==> src/rtl/pkg_cpu.sv <==
// Shared CPU-side memory types: memory port struct, access-size codes, request-size encoding.
// Latency: none (types, constants and pure combinational helpers only).
// Backpressure: not applicable.
package pkg_cpu;

    localparam int MEM_ADDR_W = 16;

    // Width of a single memory beat as seen by the memory model.
    localparam logic ACC_SZ_8  = 1'b0;
    localparam logic ACC_SZ_16 = 1'b1;

    // Requester transfer size encoding.
    localparam logic [1:0] REQ_SIZE_8   = 2'b00;
    localparam logic [1:0] REQ_SIZE_16  = 2'b01;
    localparam logic [1:0] REQ_SIZE_32  = 2'b10;
    localparam logic [1:0] REQ_SIZE_ILL = 2'b11;

    typedef struct packed {
        logic [MEM_ADDR_W-1:0] read_addr;
        logic [MEM_ADDR_W-1:0] write_addr;
        logic [15:0]           write_data_in;
        logic                  read_acc_sz;
        logic                  write_acc_sz;
        logic                  write_data_we;
    } tb_mem_inputs;

    // Store data for the first beat: byte and half stores are right-aligned,
    // a word store sends its high half first.
    function automatic logic [15:0] beat0_wdata(input logic [1:0] size, input logic [31:0] wdata);
        case (size)
            REQ_SIZE_8:  return {8'h00, wdata[7:0]};
            REQ_SIZE_16: return wdata[15:0];
            default:     return wdata[31:16];
        endcase
    endfunction

    // Zero-extended load result for a single-beat access.
    function automatic logic [31:0] load_ext(input logic [1:0] size, input logic [15:0] rdata);
        if (size == REQ_SIZE_8) begin
            return {24'h000000, rdata[7:0]};
        end
        return {16'h0000, rdata};
    endfunction

endpackage

==> src/rtl/mem_access_initiator.sv <==
// Splits 8/16/32-bit CPU load/store requests into 16-bit-wide memory beats.
// Latency: handshake to resp_valid = 2 cycles (8/16-bit), 3 (32-bit), 1 (illegal size).
// Backpressure: req_ready only in IDLE; one transfer in flight, resp has no ready.
module mem_access_initiator
    import pkg_cpu::*;
#(
    parameter int ADDR_W = 16
) (
    input  logic              write_clk,
    input  logic              reset,
    input  logic              req_valid,
    output logic              req_ready,
    input  logic              req_write,
    input  logic [1:0]        req_size,
    input  logic [ADDR_W-1:0] req_addr,
    input  logic [31:0]       req_wdata,
    output logic              resp_valid,
    output logic [31:0]       resp_rdata,
    output logic              resp_err,
    output tb_mem_inputs      mem_out,
    input  logic [15:0]       mem_rdata
);

    typedef enum logic [1:0] {
        IDLE  = 2'd0,
        BEAT0 = 2'd1,
        BEAT1 = 2'd2,
        RESP  = 2'd3
    } state_t;

    state_t state_q;
    state_t state_d;

    // Request fields latched at handshake.
    logic              wr_q;
    logic [1:0]        size_q;
    logic [ADDR_W-1:0] addr_q;
    logic [15:0]       wdata_lo_q;

    // Registered memory-side drive; holds its value outside beats.
    logic [ADDR_W-1:0] mem_addr_q;
    logic              acc_sz_q;
    logic [15:0]       wr_dat_q;

    logic [15:0]       rd_hi_q;
    logic [31:0]       resp_rdata_q;
    logic              resp_err_q;
    logic              beat_we;

    // State register.
    always_ff @(posedge write_clk) begin
        if (reset) begin
            state_q <= IDLE;
        end else begin
            state_q <= state_d;
        end
    end

    // Next-state and per-state control outputs.
    always_comb begin
        state_d    = state_q;
        req_ready  = 1'b0;
        resp_valid = 1'b0;
        beat_we    = 1'b0;
        case (state_q)
            IDLE: begin
                req_ready = 1'b1;
                if (req_valid) begin
                    state_d = (req_size == REQ_SIZE_ILL) ? RESP : BEAT0;
                end
            end
            BEAT0: begin
                beat_we = wr_q;
                state_d = (size_q == REQ_SIZE_32) ? BEAT1 : RESP;
            end
            BEAT1: begin
                beat_we = wr_q;
                state_d = RESP;
            end
            RESP: begin
                resp_valid = 1'b1;
                state_d    = IDLE;
            end
            default: state_d = IDLE;
        endcase
    end

    // Request latch, beat address/data setup and load-result assembly.
    always_ff @(posedge write_clk) begin
        if (reset) begin
            wr_q         <= 1'b0;
            size_q       <= REQ_SIZE_8;
            addr_q       <= '0;
            wdata_lo_q   <= '0;
            mem_addr_q   <= '0;
            acc_sz_q     <= ACC_SZ_8;
            wr_dat_q     <= '0;
            rd_hi_q      <= '0;
            resp_rdata_q <= '0;
            resp_err_q   <= 1'b0;
        end else begin
            case (state_q)
                IDLE: begin
                    if (req_valid) begin
                        wr_q       <= req_write;
                        size_q     <= req_size;
                        addr_q     <= req_addr;
                        wdata_lo_q <= req_wdata[15:0];
                        if (req_size == REQ_SIZE_ILL) begin
                            // No memory access: straight to an error response.
                            resp_err_q   <= 1'b1;
                            resp_rdata_q <= '0;
                        end else begin
                            mem_addr_q <= req_addr;
                            acc_sz_q   <= (req_size == REQ_SIZE_8) ? ACC_SZ_8 : ACC_SZ_16;
                            wr_dat_q   <= beat0_wdata(req_size, req_wdata);
                        end
                    end
                end
                BEAT0: begin
                    if (size_q == REQ_SIZE_32) begin
                        // Second half lives two bytes up; address wraps naturally.
                        rd_hi_q    <= mem_rdata;
                        mem_addr_q <= addr_q + ADDR_W'(2);
                        acc_sz_q   <= ACC_SZ_16;
                        wr_dat_q   <= wdata_lo_q;
                    end else begin
                        resp_rdata_q <= wr_q ? 32'h0 : load_ext(size_q, mem_rdata);
                    end
                end
                BEAT1: begin
                    resp_rdata_q <= wr_q ? 32'h0 : {rd_hi_q, mem_rdata};
                end
                RESP: begin
                    resp_err_q <= 1'b0;
                end
                default: ;
            endcase
        end
    end

    // Memory port drive; write enable is forced low while reset is asserted.
    always_comb begin
        mem_out               = '0;
        mem_out.read_addr     = MEM_ADDR_W'(mem_addr_q);
        mem_out.write_addr    = MEM_ADDR_W'(mem_addr_q);
        mem_out.write_data_in = wr_dat_q;
        mem_out.read_acc_sz   = acc_sz_q;
        mem_out.write_acc_sz  = acc_sz_q;
        mem_out.write_data_we = beat_we & ~reset;
    end

    assign resp_rdata = resp_rdata_q;
    assign resp_err   = resp_err_q;

endmodule
==> config.mk <==
export PLATFORM = sky130hd
export DESIGN_NAME = mem_access_initiator
export DESIGN_NICKNAME = d
export VERILOG_FILES = /design/src/rtl/pkg_cpu.sv /design/src/rtl/mem_access_initiator.sv
export SDC_FILE = /design/constraint.sdc
export NUM_CORES = 1
export LEC_CHECK = 0
export ABC_AREA = 1
export CAP_MARGIN = 5
export CELL_PAD_IN_SITES_DETAIL_PLACEMENT = 1
export CELL_PAD_IN_SITES_GLOBAL_PLACEMENT = 2
export CORE_UTILIZATION = 28
export CTS_CLUSTER_DIAMETER = 60
export CTS_CLUSTER_SIZE = 10
export DETAILED_ROUTE_END_ITERATION = 8
export PLACE_DENSITY_LB_ADDON = 0.12
export SLEW_MARGIN = 20
export SYNTH_ARGS = -nofsm -noshare
export SYNTH_HDL_FRONTEND = slang
export SYNTH_SLANG_ARGS = --single-unit
==> constraint.sdc <==
create_clock -name write_clk -period 3.2 [get_ports write_clk]
set_clock_uncertainty 0.2 [all_clocks]
set_input_delay 0.48 -clock write_clk [delete_from_list [all_inputs] [get_ports write_clk]]
set_output_delay 0.48 -clock write_clk [all_outputs]
set_load 0.01 [all_outputs]
# ---- Word level (Yosys, flattened, before mapping)
# Cells that the tools add are included.
dict set report classes {
  addsub 1
  n_eq_ne 11
  mux 36
  n_bitwise 2
  n_reduce_logical 12
}
# operator count
set ops {}
lappend ops {{2-to-1 mux 32 bit} 7}
lappend ops {{2-to-1 mux 16 bit} 6}
lappend ops {{one-hot mux 16 bit (2 select lines)} 3}
lappend ops {{one-hot mux 32 bit (3 select lines)} 1}
lappend ops {{adder 16 x 2 -> 16 bit (second input constant)} 1}
lappend ops {{2-to-1 mux 1 bit} 14}
lappend ops {{inequality test 2 bit (second input constant)} 5}
lappend ops {{equality test 2 bit (second input constant)} 4}
lappend ops {{one-hot mux 2 bit (4 select lines)} 1}
lappend ops {{AND reduction 4 bit} 2}
lappend ops {{logical NOT 2 bit} 3}
lappend ops {{equality test 2 x 1 -> 1 bit (second input constant)} 2}
lappend ops {{2-to-1 mux 2 bit} 2}
lappend ops {{one-hot mux 1 bit (2 select lines)} 2}
lappend ops {{AND reduction 2 bit} 2}
lappend ops {{nonzero test 2 bit} 2}
lappend ops {{AND reduction 3 bit} 1}
lappend ops {{nonzero test 3 bit} 1}
lappend ops {{OR reduction 2 bit} 1}
lappend ops {{AND 1 bit} 1}
lappend ops {{NOT 1 bit} 1}
dict set report totals {
  register_bits 119
  word_cells 73
}

# ---- Longest topological paths before layout
dict set report logic_depth {
  ltp_word 9
  ltp_mapped 10
}

# ---- Least setup slack after synthesis
# Ideal clock, no wire load.
dict set report synth_path {
  path_type {register to register}
  start {register state_q[1]}
  end {register resp_rdata_q[30], in the netlist resp_rdata[30]}
  setup_time_ns 0.117
  t_arrival_ns 1.507
  required_time_ns 2.883
  slack_ns 1.376
  stages_incl_launch_ff 11
  path_buffers 2
  synth_period_minus_slack_ns 1.824
  cell_sequence {dfxtp_1 inv_1 ha_1 buf_4 nand3_4 nand2_1 a21oi_4 inv_2 buf_2 a21oi_1 nor2_1}
}
dict set report synth_between {
  elab_chain_len 3
}
# item line_no
set synth_lines {}
lappend synth_lines {{start, declared} mem_access_initiator.sv:31} ;# state_t state_q;
lappend synth_lines {{start signal, assigned} mem_access_initiator.sv:55} ;# state_q <= state_d;
lappend synth_lines {{equality test 2 x 1 -> 1 bit, or another cell as far along} mem_access_initiator.sv:102} ;# case (state_q)
lappend synth_lines {{inequality test 2 bit (no source line) or nonzero test 3 bit (tied branches)} n/a}
lappend synth_lines {{AND reduction 4 bit (no source line)} n/a}
lappend synth_lines {{end signal, assigned} mem_access_initiator.sv:128} ;# resp_rdata_q <= wr_q ? 32'h0 : load_ext(size_q, mem_rdata);
lappend synth_lines {{end signal, assigned} mem_access_initiator.sv:132} ;# resp_rdata_q <= wr_q ? 32'h0 : {rd_hi_q, mem_rdata};
lappend synth_lines {{end, declared} mem_access_initiator.sv:46} ;# logic [31:0] resp_rdata_q;
# Several ways; a longest one is shown, not always the timed one.
# A chain may end at the register's enable or synchronous reset.

==> results.sh <==
export IMPL_maxSlewViolCount=0
export IMPL_vias_per_cell=4.87
export IMPL_setup_tns_ps=0
export IMPL_grt_use_met2_pct=30.7
export IMPL_n_antenna_cell=0
export IMPL_grt_pass1_wl_um=28100
export IMPL_post_route_drc_count=0
export IMPL_worstSetupPathType="reg2out"
export IMPL_grtUsageTotal_pct=18.3
export IMPL_start_util_pct=29.0
export IMPL_postRouteAntennaNets=0
export IMPL_grt_busiest_layer="met2"
export IMPL_arrival_ps=2060
export IMPL_synth_avg_cell_area_um2=7.47
export IMPL_placed_area_um2=6850
export IMPL_yosysSeqAreaShare_pct=44.9
export IMPL_crit_buf_inv=3
export IMPL_cts_hold_buf=0
export IMPL_first_pass_iters=4
export IMPL_crit_fanout=5
export IMPL_syn_nets=785
export IMPL_finalCritPeriodShare_pct=85.6
export IMPL_rsz0062_at_grt="no"
export IMPL_setup_viol=0
export IMPL_cts_path_max_buffers=2
export IMPL_area_growth_pct=39.6
export IMPL_dieArea_um2=19500
export IMPL_grt_pass1_vias=5436
export IMPL_via_count=5228
export IMPL_final_common_cell="clkdlybuf4s50_1"
export IMPL_htreeDepth=4
export IMPL_cts_tree="built"
export IMPL_synth_adder_area_share_pct=1.18
export IMPL_synth_xor_area_share_pct=1.16
export IMPL_cp_data_required_time_ps=2520
export IMPL_layout_nets=906
export IMPL_yosysWarnings=0
export IMPL_worstPathCellList="inv_1 -> ha_1 -> inv_1 -> nor3_1 -> clkdlybuf4s50_1"
export IMPL_io_buffer_count=155
export IMPL_hold_violations=0
export IMPL_cts_sinks=119
export IMPL_synth_area_mux_share_pct=0
export IMPL_numCtsBuffers=17
export IMPL_coreArea_um2=18300
export IMPL_synth_top_family_by_area="simple AND/OR/NAND/NOR gates"
export IMPL_min_period_ps=2740
export IMPL_synth_simple_area_share_pct=22.1
export IMPL_antenna_found_initial=0
export IMPL_cts_resized=0
export IMPL_wl_per_cell_um=16.4
export IMPL_start_kind="flop"
export IMPL_rows=49
export IMPL_path_common_cell="inv_1"
export IMPL_path_clk_slew_ps=60
export IMPL_post_cts_buffers=0
export IMPL_routed_wl_um=17600
export IMPL_die_h_um=140
export IMPL_dieWidth_um=140
export IMPL_synth_compound_area_share_pct=20.6
export IMPL_slew_headroom_pct=43.3
export IMPL_tightestPinTransition_ps=851
export IMPL_layout_drive_gt1_share_pct=7.58
export IMPL_pin_count=156
export IMPL_layout_common_cells="154 x clkdlybuf4s50_1, 119 x dfxtp_1, 114 x nand2_1"
export IMPL_worstSkewPairLatency_ps=400
export IMPL_cp_top_family="buffers and inverters"
export IMPL_power_density_nw_per_um2=816
export IMPL_cp_slowest_cell="clkdlybuf4s50_1"
export IMPL_hold_path_class="reg2reg"
export IMPL_drt_iter0_markers=183
export IMPL_gp_congestion=0.757
export IMPL_status="complete, no violations"
export IMPL_fmax_ghz=0.365
export IMPL_final_cell_area_um2=7410
export IMPL_slowest_delay_ps=600
export IMPL_ys_ff_latch=119
export IMPL_grt_util_met1_pct=23.2
export IMPL_grt_max_degree=66
export IMPL_grt_overflow=0
export IMPL_synthCells=710
export IMPL_synthesis_area_um2=5310
export IMPL_ir_worst_vdd_mv=0.395
export IMPL_ys_types=34
export IMPL_cap_violations=0
export IMPL_leakage_nw=2.71
export IMPL_dpl_hpwl_um=11700
export IMPL_cp_end_kind="output pin"
export IMPL_grtUsageMet3_pct=3.89
export IMPL_root_buffer="clkbuf_16"
[per-stage QoR]
stage	std cells	power, mW	hold WS, ps	setup slack, ps	util [%]
floorplan	710	3.43	244	1380	-
global placement	1041	4.24	251	708	37.5
detailed placement	1041	4.30	258	648	37.5
CTS	1073	6.14	269	431	40.5
global route	1073	6.42	286	283	40.5
finish	1073	6.05	266	461	40.5
[worst register-to-register path, delay by kind of cell, from the launching register on]
kind            cells  cell delay, ps
buf+inv             3             590
compound gates      3             470
fa+ha+maj           1             430
simple gates        2             380
flops               1             360
[metal layers]
| layer | wire length (µm) | share of wire (%) | vias to the layer above |
|---|---|---|---|
| met3 | 724 | 4.1 | 15 |
| met2 | 8180 | 47 | 113 |
| met1 | 8450 | 48 | 2499 |
| met5 | 0 | 0 | - |
| met4 | 208 | 1.2 | 0 |
| li1 | - | - | 2601 |
[kinds of logic after synthesis]
kind of cell / after synthesis
AND/OR/NAND/NOR: 276
adder cells (fa/ha/maj): 5
XOR/XNOR: 7
flip-flops: 119
buffers and inverters: 106
AO/OA/AOI/OAI: 197
[sequential cells by signal, summed over array words and instances (netlist names)]
register    count
acc_sz_q        1
rd_hi_q        16
size_q          2
mem_addr_q     16
addr_q         16
wr_dat_q       16
state_q         2
wr_q            1
wdata_lo_q     16
resp_err        1
resp_rdata     32
[Yosys cell counts]
| cell | n | share of area, % |
|---|---|---|
| a211oi_1 | 1 | 0.14 |
| a211oi_2 | 8 | 1.9 |
| a21oi_1 | 99 | 9.3 |
| a21oi_2 | 2 | 0.33 |
| a21oi_4 | 1 | 0.31 |
| a31oi_1 | 1 | 0.12 |
| buf_2 | 12 | 1.1 |
| buf_4 | 24 | 3.4 |
| buf_6 | 4 | 0.85 |
| clkbuf_1 | 24 | 1.7 |
| clkinv_1 | 1 | 0.071 |
| clkinv_2 | 1 | 0.094 |
| dfxtp_1 | 119 | 45 |
| ha_1 | 5 | 1.2 |
| inv_1 | 38 | 2.7 |
| inv_2 | 2 | 0.14 |
| nand2_1 | 114 | 8.1 |
| nand2_2 | 1 | 0.12 |
| nand3_1 | 52 | 4.9 |
| nand3_4 | 1 | 0.33 |
| nand4_1 | 15 | 1.8 |
| nor2_1 | 86 | 6.1 |
| nor2_2 | 1 | 0.12 |
| nor3_1 | 5 | 0.47 |
| nor3_2 | 1 | 0.19 |
| o211ai_2 | 1 | 0.24 |
| o21ai_0 | 60 | 5.7 |
| o21ai_1 | 13 | 1.2 |
| o21ai_2 | 1 | 0.17 |
| o21bai_1 | 1 | 0.14 |
| o22ai_1 | 8 | 0.94 |
| o31ai_1 | 1 | 0.14 |
| xnor2_1 | 2 | 0.33 |
| xor2_1 | 5 | 0.83 |
[layout make-up]
cell class | count | area, µm²
Tap cell | 229 | 287
Timing Repair Buffer | 166 | 1630
Clock buffer | 20 | 457
Multi-Input combinational cell | 485 | 2390
Clock inverter | 12 | 104
Sequential cell | 119 | 2380
Inverter | 42 | 159
Fill cell | 2202 | 10900
[worst paths after layout]
path,start,endpoint,slack (ps),depth (start not counted)
worst max-delay path,state_q[1]$_SDFFE_PP0N_,mem_out[0],460,5
worst min-delay path,rd_hi_q[8]$_SDFFE_PP0P_,rd_hi_q[8]$_SDFFE_PP0P_,270,2
worst max register to register,state_q[1]$_SDFFE_PP0N_,mem_addr_q[3]$_SDFFE_PP0P_,700,9
worst min register to register,rd_hi_q[8]$_SDFFE_PP0P_,rd_hi_q[8]$_SDFFE_PP0P_,270,2
[power by group]
part	switching, mW	internal [mW]
logic	1.30	0.932
registers	0.220	1.79
clock network	0.702	1.10
total	2.22	3.83
(Power assumes the default switching activity.)
